[config.mk]
export PLATFORM = sky130hd
export DESIGN_NAME = paddle_btn_conditioner
export DESIGN_NICKNAME = d
export VERILOG_FILES = /design/src/rtl/pong_pkg.sv /design/src/rtl/btn_debounce_ch.sv /design/src/rtl/paddle_btn_conditioner.sv
export SDC_FILE = /design/constraint.sdc
export NUM_CORES = 1
export LEC_CHECK = 0
export CAP_MARGIN = 20
export CORE_AREA = 8 8 91 101
export CTS_CLUSTER_DIAMETER = 50
export DETAILED_ROUTE_END_ITERATION = 8
export DIE_AREA = 0 0 99 109
export HOLD_SLACK_MARGIN = 0.12
export SLEW_MARGIN = 15
export SYNTH_ARGS = -nofsm -noshare
export SYNTH_HDL_FRONTEND = slang
export SYNTH_SLANG_ARGS = --single-unit
[constraint.sdc]
create_clock -name clk -period 4.3 [get_ports clk]
set_clock_uncertainty 0.1 [all_clocks]
set_input_delay 0.86 -clock clk [delete_from_list [all_inputs] [get_ports clk]]
set_output_delay 0.86 -clock clk [all_outputs]
set_load 0.02 [all_outputs]
[src/rtl/pong_pkg.sv]
// Shared types and defaults for the Pong paddle input path.
// Holds the per-button debounce state encoding and the default timing constants.
package pong_pkg;

    typedef enum logic [1:0] {
        IDLE    = 2'd0,
        WAIT1   = 2'd1,
        PRESSED = 2'd2,
        WAIT0   = 2'd3
    } db_state_e;

    // 10 ms debounce and 50 ms auto-repeat at 100 MHz.
    localparam int DB_CYCLES_DEF     = 1_000_000;
    localparam int REPEAT_CYCLES_DEF = 5_000_000;

    // The debounce counter is shared between the debounce and repeat intervals.
    function automatic int cnt_width(input int db_cycles, input int repeat_cycles);
        int max_cycles;
        max_cycles = (db_cycles > repeat_cycles) ? db_cycles : repeat_cycles;
        return $clog2(max_cycles + 1);
    endfunction

endpackage

[src/rtl/btn_debounce_ch.sv]
// One button channel: 2-flop synchronizer feeding a four-state debounce FSM.
// Define PADDLE_BTN_REPEAT_EN to emit repeat ticks every REPEAT_CYCLES while held.
module btn_debounce_ch
    import pong_pkg::*;
#(
    parameter int DB_CYCLES     = DB_CYCLES_DEF,
    parameter int REPEAT_CYCLES = REPEAT_CYCLES_DEF
) (
    input  logic clk,
    input  logic rst,
    input  logic btn_raw_i,
    output logic btn_db_o,
    output logic btn_tick_o
);

    localparam int               CNT_W   = cnt_width(DB_CYCLES, REPEAT_CYCLES);
    localparam logic [CNT_W-1:0] DB_TERM = CNT_W'(DB_CYCLES - 1);
    localparam logic [CNT_W-1:0] CNT_MAX = '1;
`ifdef PADDLE_BTN_REPEAT_EN
    localparam logic [CNT_W-1:0] REP_TERM = CNT_W'(REPEAT_CYCLES - 1);
`endif

    logic             sync1_q, sync2_q;
    logic             s;
    db_state_e        state_q, state_d;
    logic [CNT_W-1:0] cnt_q, cnt_d, cnt_inc;
    logic             db_q, db_d;
    logic             tick_q, tick_d;
`ifdef PADDLE_BTN_REPEAT_EN
    logic             rep_fire_q, rep_fire_d;
`endif

    // NOTE: clocked state uses non-blocking assignments so every flop samples pre-edge values.
    always_ff @(posedge clk or negedge rst) begin
        if (!rst) begin
            sync1_q <= 1'b0;
            sync2_q <= 1'b0;
        end else begin
            sync1_q <= btn_raw_i;
            sync2_q <= sync1_q;
        end
    end

    assign s       = sync2_q;
    assign cnt_inc = (cnt_q == CNT_MAX) ? cnt_q : cnt_q + CNT_W'(1);

    // NOTE: every always_comb output gets a default first, so no path can infer a latch.
    always_comb begin
        state_d = state_q;
        cnt_d   = cnt_q;
`ifdef PADDLE_BTN_REPEAT_EN
        rep_fire_d = 1'b0;
`endif
        case (state_q)
            IDLE: begin
                if (s) begin
                    state_d = WAIT1;
                    cnt_d   = '0;
                end
            end
            WAIT1: begin
                if (!s) begin
                    state_d = IDLE;
                    cnt_d   = '0;
                end else if (cnt_q == DB_TERM) begin
                    state_d = PRESSED;
                    cnt_d   = '0;
                end else begin
                    cnt_d = cnt_inc;
                end
            end
            PRESSED: begin
                if (!s) begin
                    state_d = WAIT0;
                    cnt_d   = '0;
                end
`ifdef PADDLE_BTN_REPEAT_EN
                else if (cnt_q == REP_TERM) begin
                    cnt_d      = '0;
                    rep_fire_d = 1'b1;
                end else begin
                    cnt_d = cnt_inc;
                end
`endif
            end
            WAIT0: begin
                if (s) begin
                    state_d = PRESSED;
                    cnt_d   = '0;
                end else if (cnt_q == DB_TERM) begin
                    state_d = IDLE;
                    cnt_d   = '0;
                end else begin
                    cnt_d = cnt_inc;
                end
            end
            default: begin
                state_d = IDLE;
                cnt_d   = '0;
            end
        endcase
    end

    // db_q still holds the previous state's level, so PRESSED with db_q low means we came from WAIT1.
    always_comb begin
        db_d   = (state_q == PRESSED) || (state_q == WAIT0);
        tick_d = (state_q == PRESSED) && !db_q;
`ifdef PADDLE_BTN_REPEAT_EN
        tick_d = tick_d || rep_fire_q;
`endif
    end

    always_ff @(posedge clk or negedge rst) begin
        if (!rst) begin
            state_q <= IDLE;
            cnt_q   <= '0;
            db_q    <= 1'b0;
            tick_q  <= 1'b0;
        end else begin
            state_q <= state_d;
            cnt_q   <= cnt_d;
            db_q    <= db_d;
            tick_q  <= tick_d;
        end
    end

`ifdef PADDLE_BTN_REPEAT_EN
    always_ff @(posedge clk or negedge rst) begin
        if (!rst) begin
            rep_fire_q <= 1'b0;
        end else begin
            rep_fire_q <= rep_fire_d;
        end
    end
`endif

    assign btn_db_o   = db_q;
    assign btn_tick_o = tick_q;

endmodule

[src/rtl/paddle_btn_conditioner.sv]
// Conditions the two raw paddle buttons ([1]=up, [0]=down) into debounced levels and press ticks.
// Define PADDLE_BTN_REPEAT_EN to enable auto-repeat ticks while a button is held.
module paddle_btn_conditioner
    import pong_pkg::*;
#(
    parameter int DB_CYCLES     = DB_CYCLES_DEF,
    parameter int REPEAT_CYCLES = REPEAT_CYCLES_DEF
) (
    input  logic       clk,
    input  logic       rst,
    input  logic [1:0] btn_raw,
    output logic [1:0] btn_db,
    output logic [1:0] btn_tick
);

    // Buttons are fully independent; simultaneous presses tick together.
    for (genvar i = 0; i < 2; i++) begin : g_ch
        btn_debounce_ch #(
            .DB_CYCLES     (DB_CYCLES),
            .REPEAT_CYCLES (REPEAT_CYCLES)
        ) u_ch (
            .clk        (clk),
            .rst        (rst),
            .btn_raw_i  (btn_raw[i]),
            .btn_db_o   (btn_db[i]),
            .btn_tick_o (btn_tick[i])
        );
    end

endmodule

======== Word-level counts from Yosys, hierarchy flattened ========
Index checks and enable logic that the tools add are counted.
storage, ports and cells
  bits in latches ......................... 0
  bits in read-only memories .............. 0
  flip-flop bits (word level) ............. 58
  output and inout port bits .............. 4
  bits in writable memories ............... 0
  memories kept ........................... 0
  input port bits ......................... 4
  logic and storage cells ................. 72
operators by class
  order comparisons ....................... 0
  multiply operators ...................... 0
  add/subtract/negate cells ............... 2
  reductions and logical operators ........ 12
  bitwise logic cells ..................... 0
  shift operators ......................... 0
  divide/modulo/power cells ............... 0
  equal/unequal tests ..................... 18
  multiplexer cells ....................... 28
operator list
  operator               number
  $mux 23                12
  $pmux 23 s4            2
  $add 23x1->23 const B  2
  $eq 23x20->1 const B   2
  $eq 23x23->1 const B   2
  $mux 2                 12
  $pmux 2 s4             2
  $eq 2x2->1 const B     4
  $reduce_and 4->1       2
  $ne 3x1->1 const B     2
  $ne 3x3->1 const B     2
  $eq 2x1->1 const B     2
  $logic_not 2->1        2
  $ne 2x1->1 const B     2
  $ne 2x2->1 const B     2
  $reduce_and 2->1       2
  $logic_and 1x1->1      2
  $logic_not 1->1        2
  $logic_or 1x1->1       2

======== Depth between registers and ports, before layout ========
Gate-level depths: netlist (run 1).
  word-level depth ........................ 5
  gate-level depth with buffers ........... 9
  gate-level depth less buffers ........... 6

======== Hierarchy ========
From an unflattened synthesis (run 1), not the netlist that was laid out.
unflattened totals
  cell total of the unflattened synthesis .. 350
  area total of the unflattened synthesis .. 3415.8 sq um
by module, submodules not included
  module                          instances  area an instance (sq um)  seq. area each (sq um)  cells each
  btn_debounce_ch (g_ch[0].u_ch)  1          1769.2                    725.7                   177
  btn_debounce_ch (g_ch[1].u_ch)  1          1646.6                    725.7                   173

======== Worst setup path after synthesis (run 1) ========
OpenSTA, ideal clock, no wires.
  kind .................................... flip-flop to flip-flop
  start ................................... reg g_ch[1].u_ch.cnt_q[0]
  end ..................................... reg g_ch[1].u_ch.cnt_q[19]
  data required time ...................... 4.062 ns
  setup slack ............................. 2.182 ns
  cell stages (with the launch flop) ...... 8
  clock period less this slack ............ 2.118 ns
  path buffers ............................ 1
  setup time .............................. 0.138 ns
  arrival time ............................ 1.879 ns
  cells stage by stage .................... dfrtp_1 > ha_1 > nand3_2 > or3_4 > or3_1 > buf_6 > a41oi_1 > a31oi_1
between the ends
  word-level cells in the longest chain between the ends .. 5
  elaborated cells between the ends (all ways) .. 8
  those cells by class .................... add/sub: 1; eq/ne: 2; mux: 5
ends and longest elaborated chain
  item                                           RTL line                                      source
  start: declaration                             btn_debounce_ch.sv:26                         logic [CNT_W-1:0] cnt_q, cnt_d, cnt_inc;
  start signal: assignment                       btn_debounce_ch.sv:121                        cnt_q <= cnt_d;
  $add 23x1->23 or $eq 23x23->1 (tied branches)  btn_debounce_ch.sv:45                         assign cnt_inc = (cnt_q == CNT_MAX) ? cnt_q : cnt_q + CNT_W'(1);
  $mux 23                                        btn_debounce_ch.sv:45
  $mux 23 *                                      btn_debounce_ch.sv:65, btn_debounce_ch.sv:90
  $mux 23 (on tied branches)                     btn_debounce_ch.sv:87, btn_debounce_ch.sv:62
  $pmux 23 s4 *                                  btn_debounce_ch.sv:54                         case (state_q)
Mark *: on every way between the ends. The rest lies on a longest branch, timed or not.
A chain may end at the register's enable or synchronous reset.

======== Worst setup path after layout (run 1) ========
  start ................................... reg g_ch[0].u_ch.cnt_q[1]
  end ..................................... reg g_ch[0].u_ch.cnt_q[10]
between the ends
  word-level cells in the longest chain between the ends .. 5
  elaborated cells between the ends (all ways) .. 8
  those cells by class .................... add/sub: 1; eq/ne: 2; mux: 5
ends and longest elaborated chain
  item                                           RTL line
  start: declaration                             btn_debounce_ch.sv:26
  start signal: assignment                       btn_debounce_ch.sv:121
  $add 23x1->23 or $eq 23x23->1 (tied branches)  btn_debounce_ch.sv:45
  $mux 23                                        btn_debounce_ch.sv:45
  $mux 23 *                                      btn_debounce_ch.sv:65, btn_debounce_ch.sv:90
  $mux 23 (on tied branches)                     btn_debounce_ch.sv:87, btn_debounce_ch.sv:62
  $pmux 23 s4 *                                  btn_debounce_ch.sv:54
Marks and branches as above.

==> results of run 1 <==
-- metrics by stage --
step                instance area [um2]  instances
CTS                                3540        445
global placement                   3370        431
finish                             3560        446
global route                       3560        446
floorplan                          3360        367
detailed placement                 3370        431
-- layout make-up --
class | instances | area (um2) | area share
inverters | 5 | 18.8 | 0.00527
flip-flops and latches | 58 | 1450 | 0.408
well taps | 90 | 113 | 0.0316
clock buffers | 12 | 165 | 0.0464
multi-input cells | 269 | 1700 | 0.479
clock inverters | 2 | 12.5 | 0.00351
repair buffers | 10 | 95.1 | 0.0267
-- registers in the layout, summed over array words and instances (netlist names), named ones only --
signal and cells:
g_ch.u_ch.cnt_q 46, g_ch.u_ch.sync1_q 2, g_ch.u_ch.btn_tick_o 2, g_ch.u_ch.s 2, g_ch.u_ch.btn_db_o 2, g_ch.u_ch.state_q 2
-- path summary, 6_finish.rpt --
check | startpoint | end | slack [ns] | cells past startpoint
worst max-delay path | g_ch[0].u_ch.cnt_q[1]$_DFFE_PN0P_ | g_ch[0].u_ch.cnt_q[10]$_DFFE_PN0P_ | 1.81 | 6
max in group asynchronous | rst | async pin | 2.76 | 2
worst min-delay path | g_ch[0].u_ch.sync1_q$_DFF_PN0_ | g_ch[0].u_ch.s$_DFF_PN0_ | 0.25 | 0
min in group asynchronous | rst | g_ch[0].u_ch.cnt_q[14]$_DFFE_PN0P_ | 0.56 | 1
worst min register to register | g_ch[0].u_ch.sync1_q$_DFF_PN0_ | g_ch[0].u_ch.s$_DFF_PN0_ | 0.25 | 0
worst max register to register | g_ch[0].u_ch.cnt_q[1]$_DFFE_PN0P_ | g_ch[0].u_ch.cnt_q[10]$_DFFE_PN0P_ | 1.81 | 6
-- kinds of logic (layout without fill, tap and decap cells) --
family                     count (synthesis)  in the layout  synth area share
and+or+nand+nor                          139            139             0.247
AOI/OAI and AO/OA                        121            121             0.233
DFF                                       58             58             0.432
buffers and inverters                     40             29            0.0607
xor gates and xnor gates                   4              4            0.0104
muxes                                      3              3           0.00968
adders and majority gates                  2              2           0.00745
-- Yosys cell counts, types with 3 or more instances --
cell,count
nand3_2,3
nand3_1,24
nor2_1,17
buf_2,13
nand2_1,24
a41oi_1,8
dfrtp_1,58
and4_1,9
clkbuf_1,10
or2_2,5
buf_4,5
o22ai_1,3
a21oi_1,29
nor4_1,6
inv_1,5
clkbuf_2,3
nor3_1,7
a31oi_1,33
and3_1,4
nand4_1,18
o21ai_0,24
o31ai_1,4
-- power groups by stage --
stage / Sequential (mW) / Clock (mW) / Combinational (mW)
floorplan: 0.607 / 0 / 0.120
global placement: 0.614 / 0 / 0.153
detailed placement: 0.617 / 0 / 0.156
CTS: 0.607 / 0.481 / 0.156
global route: 0.612 / 0.505 / 0.183
finish: 0.606 / 0.470 / 0.161
-- critical path, stage by stage (launching register included) --
cell and delay [ns]:
dfrtp_1 0.40, ha_1 0.21, and3_1 0.30, nand3_2 0.15
o311ai_1 0.86, o21a_1 0.25, o21ai_0 0.08
-- per-layer routing --
layer	track usage	vias up
li1	-	1395
met3	0.0313	16
met4	0.0977	0
met2	0.258	66
met1	0.189	1431
met5	0	-
==> key figures, run 1 <==
Clock tree
  – Latest clock arrival within the worst-skew pair: 0.35 ns
  – Hold Buf Count CTS: 0
  – Post-CTS Resized: 0
  – Clk Tree Root Cell: clkbuf_8
  – Clock Path Buffers: 2
  – Clock transition at path regs: 0.07 ns
  – CTS Sinks: 58
  – Post-CTS setup buffers: 0
  – Cts bufs inserted: 9
  – Htree depth: 3
  – CTS tree: yes

Min path
  – Hold Path Class: flip-flop to flip-flop

Setup path
  – Arrival time at the worst endpoint: 2.62 ns
  – Startpoint Class: flip-flop
  – Crit end category: flip-flop
  – Crit Path Max Fanout: 7
  – Worst EP required: 4.43 ns
  – Crit Path Category: flip-flop to flip-flop

GRT
  – Vias in the first global route: 2674
  – Pin count of the biggest net entering global routing: 43
  – Total gr overflow: 0
  – Global Route Usage Sum: 0.158
  – Initial antenna violation count: 0
  – First-pass GRT wire length: 13400 um

Logic synthesis
  – Post-synth top area share: 0.432
  – Synth Instances: 367
  – Yosys reg bits: 58
  – Post-synth ARST share: 1.00
  – Largest area contributor in the netlist: dfrtp_1
  – Synth warnings: 0
  – Netlist Area Pre-Place: 3360 um2
  – Area contributors post-synth: dfrtp_1 43%, a31oi_1 6.1%, a21oi_1 4.3%
  – Register area share after synthesis: 0.432
  – Ys flop type: dfrtp_1
  – Post-Syn Area per Cell: 9.15 um2
  – Post-synth EDFFs: 0
  – Syn nets: 373
  – Library cells used by synthesis: 60

Pwr
  – Leakage: 1.33 nW
  – Sw Ratio: 0.295
  – Clock power share: 0.380
  – Comb power frac: 0.130
  – Power Density: 348 nW/um2
  – Total power draw: 1.24 mW
  – Sw Pwr: 365 uW
  – Flop pwr share: 0.490
  – Worst ir drop on vdd: 0.156 mV
  – Internal power: 873 uW

Layout
  – Antenna cells: 0
  – Share of layout cells above drive strength 1: 0.112
  – Commonest cells after routing, fill and taps aside: 58 x dfrtp_1, 33 x a31oi_1, 29 x a21oi_1
  – Fill cells: 736
  – Post-layout util: 0.467
  – Final net count: 359
  – Area grow syn2layout: 5.96%
  – Most common cell after layout, fill and taps aside: dfrtp_1

Routing
  – Routed length per instance: 17.9 um
  – DRC violations left: 0
  – Met3 wire length: 313 um
  – Detailed Routing Iterations Pass 1: 4
  – Via density per instance: 6.52
  – WL met1: 3530 um
  – Highest Signal Layer: met4
  – Iteration-0 DRC Markers: 155
  – Post-route ant nets: 0
  – DR vias: 2908
  – Met2 WL post-DR: 3950 um
  – Post-Route WL: 7990 um

Floorplan
  – Initial core utilization: 0.441
  – Core box area: 7610 um2
  – IO Pins: 8
  – Die area: 10800 um2
  – Die Y: 109 um
  – Die width: 99 um
  – FP Rows: 34

Run
  – MaxCap Viol Count: 0

STA
  – Crit path time final: 2.49 ns
  – Worst Hold Margin: 0.250 ns
  – Least-Margin Pin Slew: 0.972 ns
  – Finish-stage setup viols: 0
  – Tcrit/Tclk final: 0.579
  – Max-slew violations: 0
  – Unrepaired setup endpoints after global routing: no
  – Final worst setup slack: 1.81 ns
  – Setup TNS: 0 ns
  – Final hold vios: 0
  – Slew Limit Headroom: 0.342
  – Maximum clock rate: 402 MHz

Placed design
  – PortBufs: 7
  – Post-DP HPWL: 5350 um
  – Pre-CTS setup slack: 1.67 ns
  – Placer Congestion: 0.831

Status
  – Status: finished clean
Note: power is estimated with default switching activity, not from simulation.
==> inputs of run 2 (changes only) <==
==> constraint.sdc (replaced) <==
create_clock -name clk -period 2.4 [get_ports clk]
set_clock_uncertainty 0.1 [all_clocks]
set_input_delay 0.48 -clock clk [delete_from_list [all_inputs] [get_ports clk]]
set_output_delay 0.48 -clock clk [all_outputs]
set_load 0.02 [all_outputs]
==> run 2 against run 1 <==
  * Sequential share of layout area fell by 2.5 points
  * Critical path depth fell by 1
  * Worst hold slack got worse by 0.0017 ns
  * Non-clock buffer count rose by 20
  * Combinational power rose by 92%
  * Register-to-register slack got worse by 1.7 ns
  * Cell count rose by 4.9%
  * Global-route usage rose by 0.063 points
  * Fmax rose by 10%
  * Largest cell class unchanged
==> key figures, run 2 (synthesis results as in run 1) <==
Clock tree
  – Clock transition at path regs: 0.07 ns
  – Post-CTS Resized: 0
  – CTS Sinks: 58
  – Clock Path Buffers: 2
  – Htree depth: 3
  – Latest clock arrival within the worst-skew pair: 0.35 ns
  – Cts bufs inserted: 9
  – CTS tree: yes
  – Clk Tree Root Cell: clkbuf_8

Min path
  – Hold Path Class: flip-flop to flip-flop

Layout
  – Share of layout cells above drive strength 1: 0.159
  – Post-layout util: 0.498
  – Non-Filler Instances: 468
  – Largest Register: g_ch.u_ch.cnt_q
  – Commonest cells after routing, fill and taps aside: 58 x dfrtp_1, 33 x a31oi_1, 29 x a21oi_1
  – Final net count: 379
  – Area grow syn2layout: 13.0%
  – Most common cell after layout, fill and taps aside: dfrtp_1
  – Antenna cells: 0
  – Fill cells: 695
  – Max FFs per register: 46

STA
  – Least-Margin Pin Slew: 0.477 ns
  – Unrepaired setup endpoints after global routing: no
  – Finish-stage setup viols: 0
  – Max-slew violations: 0
  – Final hold vios: 0
  – Slew Limit Headroom: 0.682
  – Tcrit/Tclk final: 0.942
  – Crit path time final: 2.26 ns
  – Maximum clock rate: 442 MHz
  – Final worst setup slack: 0.139 ns
  – Setup TNS: 0 ns

Floorplan
  – IO Pins: 8
  – Die width: 99 um
  – Die area: 10800 um2
  – Die Y: 109 um
  – Initial core utilization: 0.441
  – FP Rows: 34
  – Core box area: 7610 um2

Setup path
  – Crit end category: flip-flop
  – Crit Path Category: flip-flop to flip-flop
  – Slowest stage delay, CP: 0.53 ns
  – CP max stage cell: dfrtp_1
  – Critical path's top delay family: simple AND/OR/NAND/NOR gates
  – Cells along the critical path: nand4_1 -> or3_4 -> or3_1 -> a41oi_1 -> a31oi_1
  – Startpoint Class: flip-flop
  – Crit Path Max Fanout: 10
  – Arrival time at the worst endpoint: 2.38 ns
  – Worst EP required: 2.52 ns
  – Sum of buffers and inverters on the critical path: 0

GRT
  – Global Route Usage Sum: 0.159
  – Total gr overflow: 0
  – Initial antenna violation count: 0
  – First-pass GRT wire length: 13700 um
  – Vias in the first global route: 2751
  – Pin count of the biggest net entering global routing: 37

Pwr
  – Worst ir drop on vdd: 0.294 mV
  – Leakage: 1.46 nW
  – Power Density: 661 nW/um2

Routing
  – Routed length per instance: 17.3 um
  – Post-Route WL: 8090 um
  – DRC violations left: 0
  – Detailed Routing Iterations Pass 1: 5
  – Post-route ant nets: 0
  – Via density per instance: 6.30
  – DR vias: 2950
  – Iteration-0 DRC Markers: 148

Status
  – Status: finished clean

Placed design
  – Pre-CTS setup slack: 0.181 ns
  – Placer Congestion: 0.859
  – Placed Cells: 451
  – PortBufs: 7
  – Post-DP HPWL: 5690 um

Run
  – MaxCap Viol Count: 0
[run 2: cell types whose count changed in the layout (fill, tap and decap cells not counted), moves of 2 or more]
cell | before | now
clkinv_4 | 0 | 2
clkbuf_8 | 12 | 9
buf_12 | 0 | 2
buf_4 | 2 | 20
bufinv_16 | 0 | 3
[run 2: routing by layer]
metal / GRT usage / vias to the layer above / wire length, um
met2: 0.271 / 78 / 4000
met3: 0.0396 / 15 / 354
met5: 0 / - / 0
li1: - / 1431 / -
met1: 0.184 / 1426 / 3560
met4: 0.0746 / 0 / 170
[run 2: worst reg2reg max path, cell delays in order (launching register included)]
cell,delay (ns)
dfrtp_1,0.53
nand4_1,0.23
or3_4,0.44
or3_1,0.50
a41oi_1,0.27
a31oi_1,0.06
[run 2: what timing repair did]
item,in CTS,in global routing
hold buffers,1,0
endpoints found under the hold margin,15,0
buffers inserted,0,0
[run 2: final cells by class]
cell class	count	area [um2]	share of cell area
multi-input cells	269	1700	0.449
flip-flops and latches	58	1450	0.382
repair buffers	30	265	0.0699
clock buffers	10	128	0.0336
clock inverters	6	115	0.0303
well taps	90	113	0.0297
inverters	5	18.8	0.00495
[run 2: report_power, final]
group	switching (mW)	internal [mW]
registers	0.0619	1.02
clock network	0.423	0.693
logic	0.201	0.108
total	0.686	1.82
[run 2: worst paths after layout]
| kind | from | to | slack, ns | cells past startpoint |
|---|---|---|---|---|
| max in group asynchronous | rst | g_ch[1].u_ch.cnt_q[3]$_DFFE_PN0P_ | 1.19 | 3 |
| min in group asynchronous | rst | g_ch[0].u_ch.btn_db_o$_DFF_PN0_ | 0.49 | 2 |
| worst max register to register | g_ch[1].u_ch.cnt_q[9]$_DFFE_PN0P_ | g_ch[1].u_ch.cnt_q[21]$_DFFE_PN0P_ | 0.14 | 5 |
| worst max-delay path | g_ch[1].u_ch.cnt_q[9]$_DFFE_PN0P_ | g_ch[1].u_ch.cnt_q[21]$_DFFE_PN0P_ | 0.14 | 5 |
| worst min-delay path | g_ch[1].u_ch.sync1_q$_DFF_PN0_ | g_ch[1].u_ch.s$_DFF_PN0_ | 0.25 | 0 |
| worst min register to register | g_ch[1].u_ch.sync1_q$_DFF_PN0_ | g_ch[1].u_ch.s$_DFF_PN0_ | 0.25 | 0 |
[run 2: stage by stage]
step | total power [mW] | hold WS [ns] | cell area [um2]
finish | 2.51 | 0.248 | 3790
global route | 2.61 | 0.252 | 3790
CTS | 2.54 | 0.250 | 3790
detailed placement | 1.41 | 0.235 | 3540
global placement | 1.40 | 0.234 | 3540
floorplan | 1.30 | 0.0844 | 3360
